### config.mk
export PLATFORM = sky130hd
export DESIGN_NAME = wb_arbiter2
export DESIGN_NICKNAME = d
export VERILOG_FILES = /design/src/rtl/wb_arbiter2.sv
export SDC_FILE = /design/constraint.sdc
export NUM_CORES = 1
export LEC_CHECK = 0
export BUFFER_PORTS_ARGS = -buffer_cell sky130_fd_sc_hd__buf_4
export CORE_AREA = 2 2 125 127
export CTS_CLUSTER_SIZE = 8
export DETAILED_ROUTE_END_ITERATION = 10
export DIE_AREA = 0 0 127 129
export GPL_TIMING_DRIVEN = 0
export PLACE_DENSITY = 0.57
export SLEW_MARGIN = 10
export SYNTH_ARGS = -nofsm -noshare
export SYNTH_HDL_FRONTEND = slang
export SYNTH_SLANG_ARGS = --single-unit
### constraint.sdc
create_clock -name clock -period 3.5 [get_ports clock]
set_clock_uncertainty 0.1 [all_clocks]
set_input_delay 0.35 -clock clock [delete_from_list [all_inputs] [get_ports clock]]
set_output_delay 0.35 -clock clock [all_outputs]
set_load 0.05 [all_outputs]
### src/rtl/wb_arbiter2.sv
// Two-master Wishbone arbiter: round-robin on simultaneous requests, grant locked for the whole cycle.
// Optional bus watchdog enabled with `define WB_ARB_TIMEOUT_EN (error pulse after TIMEOUT stalled cycles).
module wb_arbiter2 #(
    parameter int AW      = 32,
    parameter int DW      = 32,
    parameter int TIMEOUT = 255
) (
    input  logic              clock,
    input  logic              reset,
    // master 0
    input  logic [AW-1:0]     m0_adr_i,
    input  logic [DW-1:0]     m0_dat_i,
    input  logic [DW/8-1:0]   m0_sel_i,
    input  logic              m0_we_i,
    input  logic              m0_cyc_i,
    input  logic              m0_stb_i,
    output logic [DW-1:0]     m0_dat_o,
    output logic              m0_ack_o,
    output logic              m0_err_o,
    // master 1
    input  logic [AW-1:0]     m1_adr_i,
    input  logic [DW-1:0]     m1_dat_i,
    input  logic [DW/8-1:0]   m1_sel_i,
    input  logic              m1_we_i,
    input  logic              m1_cyc_i,
    input  logic              m1_stb_i,
    output logic [DW-1:0]     m1_dat_o,
    output logic              m1_ack_o,
    output logic              m1_err_o,
    // shared slave
    output logic [AW-1:0]     s_adr_o,
    output logic [DW-1:0]     s_dat_o,
    output logic [DW/8-1:0]   s_sel_o,
    output logic              s_we_o,
    output logic              s_cyc_o,
    output logic              s_stb_o,
    input  logic [DW-1:0]     s_dat_i,
    input  logic              s_ack_i,
    input  logic              s_err_i,
    output logic [1:0]        grant_o
);
    localparam int SW = DW / 8;

    typedef enum logic [1:0] {
        IDLE = 2'b00,
        GNT0 = 2'b01,
        GNT1 = 2'b10
    } state_t;

    state_t state_reg, state_next;
    logic   last_reg, last_next;    // 0: master 0 granted last, 1: master 1

    logic [1:0]    own;
    logic [1:0]    ack_vec;
    logic [1:0]    err_vec;
    logic [1:0]    cyc_in;
    logic [1:0]    stb_in;
    logic [1:0]    we_in;
    logic [AW-1:0] adr_in [2];
    logic [DW-1:0] dat_in [2];
    logic [SW-1:0] sel_in [2];
    logic          owner_cyc;
    logic          owner_stb;
    logic          timeout_hit;

    assign cyc_in    = {m1_cyc_i, m0_cyc_i};
    assign stb_in    = {m1_stb_i, m0_stb_i};
    assign we_in     = {m1_we_i, m0_we_i};
    assign adr_in[0] = m0_adr_i;
    assign adr_in[1] = m1_adr_i;
    assign dat_in[0] = m0_dat_i;
    assign dat_in[1] = m1_dat_i;
    assign sel_in[0] = m0_sel_i;
    assign sel_in[1] = m1_sel_i;

    // Outputs are also held quiet while reset is asserted, not just after its edge.
    assign own[0]  = (state_reg == GNT0) && !reset;
    assign own[1]  = (state_reg == GNT1) && !reset;
    assign grant_o = own;

    always_ff @(posedge clock) begin
        if (reset) begin
            state_reg <= IDLE;
            last_reg  <= 1'b1;
        end else begin
            state_reg <= state_next;
            last_reg  <= last_next;
        end
    end

    always_comb begin
        state_next = state_reg;
        last_next  = last_reg;
        case (state_reg)
            IDLE: begin
                if (m0_cyc_i && (!m1_cyc_i || last_reg)) begin
                    state_next = GNT0;
                    last_next  = 1'b0;
                end else if (m1_cyc_i) begin
                    state_next = GNT1;
                    last_next  = 1'b1;
                end
            end
            GNT0:    if (!m0_cyc_i) state_next = IDLE;
            GNT1:    if (!m1_cyc_i) state_next = IDLE;
            default: state_next = IDLE;
        endcase
    end

    always_comb begin
        s_adr_o   = '0;
        s_dat_o   = '0;
        s_sel_o   = '0;
        s_we_o    = 1'b0;
        owner_cyc = 1'b0;
        owner_stb = 1'b0;
        for (int i = 0; i < 2; i++) begin
            if (own[i]) begin
                s_adr_o   = adr_in[i];
                s_dat_o   = dat_in[i];
                s_sel_o   = sel_in[i];
                s_we_o    = we_in[i];
                owner_cyc = cyc_in[i];
                owner_stb = stb_in[i];
            end
        end
    end

    // A watchdog expiry drops the bus strobe for that one cycle so the slave sees the abort.
    assign s_cyc_o = owner_cyc && !timeout_hit;
    assign s_stb_o = owner_stb && !timeout_hit;

`ifdef WB_ARB_TIMEOUT_EN
    logic [7:0] cnt_reg, cnt_next;
    logic       stall;

    assign stall       = owner_stb && !s_ack_i && !s_err_i;
    assign timeout_hit = (|own) && (cnt_reg == 8'(TIMEOUT));

    always_comb begin
        cnt_next = '0;
        if (!timeout_hit && stall) cnt_next = cnt_reg + 8'd1;
    end

    always_ff @(posedge clock) begin
        if (reset) cnt_reg <= '0;
        else       cnt_reg <= cnt_next;
    end
`else
    assign timeout_hit = 1'b0;
`endif

    for (genvar gi = 0; gi < 2; gi++) begin : g_resp
        assign ack_vec[gi] = own[gi] && s_ack_i;
        assign err_vec[gi] = own[gi] && (s_err_i || timeout_hit);
    end

    assign m0_ack_o = ack_vec[0];
    assign m1_ack_o = ack_vec[1];
    assign m0_err_o = err_vec[0];
    assign m1_err_o = err_vec[1];
    assign m0_dat_o = s_dat_i;
    assign m1_dat_o = s_dat_i;

endmodule

==> flow_summary.json, run 1 <==
{
  "status": "completed",
  "cp_common_cell": "buf_4",
  "largest_register_ffs": 2,
  "wl_per_cell_um": 15.4,
  "cts_resized": 0,
  "boundaryPins": 319,
  "powerDensity_nw_per_um2": 209,
  "die_h_um": 129,
  "yosysSeqAreaShare": 0.0259,
  "p_sw_uw": 486,
  "synth_edf_count": 0,
  "synth_nets": 517,
  "drt-total-wl_mm": 12.6,
  "path_class": "reg2out",
  "via_count": 3478,
  "cp_max_fo": 10,
  "ys_ff_latch": 3,
  "place.gp.congestion": 0.740,
  "ys_top_cells_by_count": "nand3b_1, a21oi_1, buf_4",
  "drc_errors": 0,
  "cts_tree": "done",
  "syn2layout_area_growth_pct": 106,
  "whs_path_depth": 2,
  "core_area_um2": 15000,
  "synth_area_um2": 2320,
  "min_path_type": "in2reg",
  "reg2regPathDepth": 4,
  "post_cts_buffers": 0,
  "vias_per_cell": 4.26,
  "maxCapViolCount": 0,
  "met1_usage": 0.166,
  "worstMarginPinSlew_ns": 0.592,
  "hp-start": "m0_cyc_i",
  "avgSynthCellArea_um2": 6.84,
  "grt_usage": 0.137,
  "tns_ns": 0,
  "synth_most_common_cell": "nand3b_1",
  "antenna_found_initial": 0,
  "worstSetupStartpointType": "flop",
  "grt_most_used_layer": "met2",
  "switching_share": 0.486,
  "setup_viol": 0,
  "synth_ff_type": "dfxtp_1",
  "n_antenna_cell": 0,
  "worstPathCellList": "buf_4 -> buf_6 -> buf_4 -> nand3b_1 -> a21oi_1 -> buf_4",
  "cts_root_buf": "clkbuf_16",
  "clock-sinks": 3,
  "synth_top_area_frac": 0.460,
  "grt_max_degree": 11,
  "timing.final.crit_share": 0.617,
  "drtIter0Drc": 101,
  "use_met2": 0.252,
  "grt_pass1_wl_mm": 18.0,
  "async_flop_share": 0,
  "ys_warn_count": 0,
  "dp_cells": 812,
  "rsz0062_at_grt": "no",
  "final_max_slew_viol_count": 0,
  "fp-row-count": 45,
  "p_seq_frac": 0.040,
  "synth_cells": 339,
  "fin_cells": 816,
  "ir_drop_uv": 93.3,
  "path_clk_slew_ns": 0.03,
  "io_buffers": 285,
  "worstPathRequired_ns": 3.05,
  "drtAntennaViolNets": 0,
  "hold_viol": 0,
  "synth.area.top_cells": "nand3b_1, buf_4, a21oi_1, clkbuf_1, buf_6",
  "initial_core_util": 0.155,
  "grt_pass1_vias": 3306,
  "nNetsFinal": 807,
  "reg2reg_to": "state_reg[0]",
  "cp_num_buf_inv": 4,
  "worst-r2r-setup-slack_ns": 2.26,
  "die_x_um": 127,
  "clkPwrFrac": 0.182,
  "cts-hold-fix-buffers": 0,
  "hpwlAfterDp_mm": 10.3,
  "crit_family": "buffers and inverters",
  "firstDrtPassIters": 4,
  "clk_latency_ns": 0.22,
  "fmax_ghz": 0.463,
  "worst_ep_arrival_time_ns": 1.71,
  "yosysTopAreaCell": "nand3b_1",
  "ys_types": 14,
  "cts-buffers-inserted": 3,
  "slew_headroom": 0.606,
  "die_area_um2": 16400,
  "p_leak_uw": 0.00221,
  "fin_crit_ns": 2.16,
  "p_comb_frac": 0.779,
  "grt_util_met3": 0.0295,
  "slowest_delay_ns": 0.35,
  "p_int_uw": 514,
  "htreeDepth": 1,
  "holdPathEnd": "state_reg[0]",
  "ctsLongestPathBuffers": 2,
  "cp-end-kind": "primary output",
  "drive_gt1_frac": 0.602,
  "grt_overflow_total": 0,
  "critical_path.slowest_cell": "dfxtp_1",
  "r2r_start": "state_reg[0]"
}
## how the worst max path moves through the flow
stage,from,endpoint,slack [ns],cells past startpoint
3_5_place_dp,reset,s_adr_o[8],1.43,5
3_3_place_gp,reset,s_dat_o[29],1.41,5
4_1_cts,state_reg[1],s_dat_o[16],1.25,6
6_report,state_reg[1],s_dat_o[16],1.34,6
5_1_grt,state_reg[1],s_dat_o[16],1.16,6
2_1_floorplan,reset,s_adr_o[0],1.43,4
## routing by layer
layer | up-vias | share of wire
met5 | - | 0
li1 | 1719 | -
met2 | 183 | 0.51
met3 | 8 | 0.085
met1 | 1568 | 0.40
met4 | 0 | 0.0092
## power groups by stage
stage / logic, uW / clock network (uW) / registers, uW
2_1_floorplan: 490 / 0 / 39.4
3_3_place_gp: 784 / 0 / 40.6
3_5_place_dp: 784 / 0 / 40.5
4_1_cts: 786 / 183 / 40.1
5_1_grt: 822 / 188 / 40.4
6_report: 779 / 181 / 39.8
## cell usage in the layout (no fill, tap or decap)
| master | synthesis | layout |
|---|---|---|
| buf_4 | 70 | 355 |
| nand3b_1 | 142 | 142 |
| a21oi_1 | 71 | 71 |
| clkbuf_1 | 18 | 19 |
| buf_2 | 11 | 11 |
| nor2_1 | 8 | 8 |
| buf_6 | 6 | 6 |
| nand2b_1 | 4 | 4 |
| clkbuf_16 | 0 | 3 |
| dfxtp_1 | 3 | 3 |
| nor4b_2 | 2 | 2 |
| and3b_1 | 1 | 1 |
| or3b_1 | 1 | 1 |
| a22oi_2 | 1 | 1 |
| nor3b_1 | 1 | 1 |
## logic make-up after synthesis
| family | count (synthesis) | share of synthesized area |
|---|---|---|
| compound gates | 72 | 0.159 |
| buf+inv | 105 | 0.309 |
| flops | 3 | 0.0259 |
| simple gates | 159 | 0.507 |
## layout make-up
| type | instances | area [um^2] |
|---|---|---|
| plain buffers | 105 | 716 |
| clock buffers | 4 | 78.8 |
| fillers | 1677 | 10200 |
| multi-input cells | 231 | 1540 |
| flip-flops and latches | 3 | 60.1 |
| well taps | 188 | 235 |
| repair buffers | 285 | 2140 |
## metrics by stage
step | worst slack (ns) | utilization | hold WS, ns | power [uW] | cell area (um^2)
floorplan | 1.43 | - | 0.438 | 529 | 2320
global placement | 1.41 | 0.313 | 0.463 | 824 | 4690
detailed placement | 1.43 | 0.313 | 0.480 | 825 | 4690
CTS | 1.25 | 0.319 | 0.348 | 1010 | 4770
global route | 1.16 | 0.319 | 0.358 | 1050 | 4770
finish | 1.34 | 0.319 | 0.348 | 1000 | 4770
Power figures use the tool's default switching activity.
==> run 2: changes to the inputs <==
Clock period 3.5 ns to 2 ns, I/O delays scaled along.
==> flow_summary.json, run 2 (synthesis gave the netlist of run 1 again) <==
{
  "initial_core_util": 0.155,
  "hold_viol": 0,
  "worstPathRequired_ns": 1.70,
  "grt_pass1_wl_mm": 18.0,
  "wl_per_cell_um": 15.6,
  "cp-end-kind": "primary output",
  "antenna_found_initial": 1,
  "n_antenna_cell": 0,
  "ctsLongestPathBuffers": 2,
  "place.gp.congestion": 0.740,
  "slew_headroom": 0.616,
  "grt_max_degree": 11,
  "worstMarginPinSlew_ns": 0.576,
  "largest_register_ffs": 2,
  "min_path_type": "in2reg",
  "worstSetupStartpointType": "flop",
  "holdWs_ns": 0.192,
  "die_area_um2": 16400,
  "drtIter0Drc": 108,
  "totalPowerFinal_uw": 1760,
  "path_class": "reg2out",
  "ir_drop_uv": 163,
  "die_x_um": 127,
  "nNetsFinal": 808,
  "cp_max_fo": 10,
  "crit_family": "buffers and inverters",
  "maxCapViolCount": 0,
  "status": "completed",
  "setup_viol": 0,
  "post_cts_buffers": 0,
  "final_max_slew_viol_count": 0,
  "grt_overflow_total": 0,
  "cp_common_cell": "buf_6",
  "cts_tree": "done",
  "fin_crit_ns": 1.89,
  "final_common_cell": "buf_4",
  "worstPathCellList": "buf_6 -> buf_6 -> buf_6 -> nand3b_1 -> a21oi_1 -> buf_4",
  "drc_errors": 0,
  "boundaryPins": 319,
  "p_leak_uw": 0.00223,
  "tns_ns": 0,
  "die_h_um": 129,
  "worst-r2r-setup-slack_ns": 0.81,
  "vias_per_cell": 4.27,
  "critical_path.slowest_cell": "dfxtp_2",
  "via_count": 3490,
  "cts_root_buf": "clkbuf_16",
  "firstDrtPassIters": 8,
  "cts-hold-fix-buffers": 0,
  "clock-sinks": 3,
  "cp_num_buf_inv": 4,
  "slowest_delay_ns": 0.36,
  "syn2layout_area_growth_pct": 108,
  "drive_gt1_frac": 0.612,
  "final_cell_mix": "buf_4, nand3b_1, a21oi_1, clkbuf_1, buf_6",
  "powerDensity_nw_per_um2": 365,
  "cts-buffers-inserted": 3,
  "io_buffers": 285,
  "drtAntennaViolNets": 0,
  "core_area_um2": 15000,
  "grt_pass1_vias": 3320,
  "worst_ep_arrival_time_ns": 1.59,
  "fmax_ghz": 0.529,
  "grt_usage": 0.137,
  "path_clk_slew_ns": 0.03,
  "clk_latency_ns": 0.22,
  "fin_ws_ns": 0.109,
  "rsz0062_at_grt": "no",
  "fp-row-count": 45,
  "hpwlAfterDp_mm": 10.3,
  "drt-total-wl_mm": 12.7,
  "post-place-ws_ns": 0.140,
  "timing.final.crit_share": 0.945,
  "htreeDepth": 1
}
run 2: cell types whose count changed in the layout (fill, tap and decap cells not counted):
cell	previous run	this run
buf_4	355	347
buf_6	6	13
a21oi_1	71	67
a21oi_2	0	4
dfxtp_1	3	1
dfxtp_2	0	2
buf_2	11	12
buf_8	0	1
run 2: path summary, 6_finish.rpt:
check,from,end,depth (start not counted)
hold reg to reg,last_reg,last_reg,2
hold / removal,m0_cyc_i,state_reg[0],2
setup reg to reg,state_reg[0],last_reg,3
setup / recovery,state_reg[0],s_adr_o[10],6
run 2: repair_timing:
item / in CTS / in global routing
gates cloned: 0 / 1
setup endpoints to repair: 4 / 20
resized for setup: 5 / 10
pin swaps: 0 / 1
run 2: layer usage:
metal / global-route usage / routed length (um) / share of wire / vias to the layer above
met4: 0.0233 / 119 / 0.0094 / 0
met5: 0 / 0 / 0 / -
met1: 0.165 / 5010 / 0.39 / 1578
li1: - / - / - / 1718
met3: 0.0295 / 1130 / 0.089 / 8
met2: 0.252 / 6440 / 0.51 / 186
run 2: worst register-to-register path: cells and delay by family, from the launching register on:
kind	cells	cell delay [ns]
simple gates	1	0.39
flops	1	0.33
buf+inv	1	0.15
compound gates	1	0.15
run 2: final cells by class:
class / count / area (um^2)
fill: 1674 / 10100
timing repair buffer: 286 / 2160
multi-input combinational: 231 / 1560
buffer: 105 / 738
tap: 188 / 235
clock buffer: 4 / 78.8
sequential: 3 / 62.6
run 2: where the power goes:
part | total (uW) | switching (uW) | internal (uW)
sequential | 71.0 | 5.19 | 65.8
combinational | 1380 | 796 | 579
clock | 317 | 54.3 | 263
total | 1760 | 856 | 908
run 2: per-stage QoR:
stage | cell area (um^2) | utilization | cells
6_report | 4830 | 0.322 | 817
5_1_grt | 4830 | 0.322 | 817
4_1_cts | 4790 | 0.320 | 816
3_5_place_dp | 4690 | 0.313 | 812
3_3_place_gp | 4690 | 0.313 | 812
2_1_floorplan | 2320 | - | 339
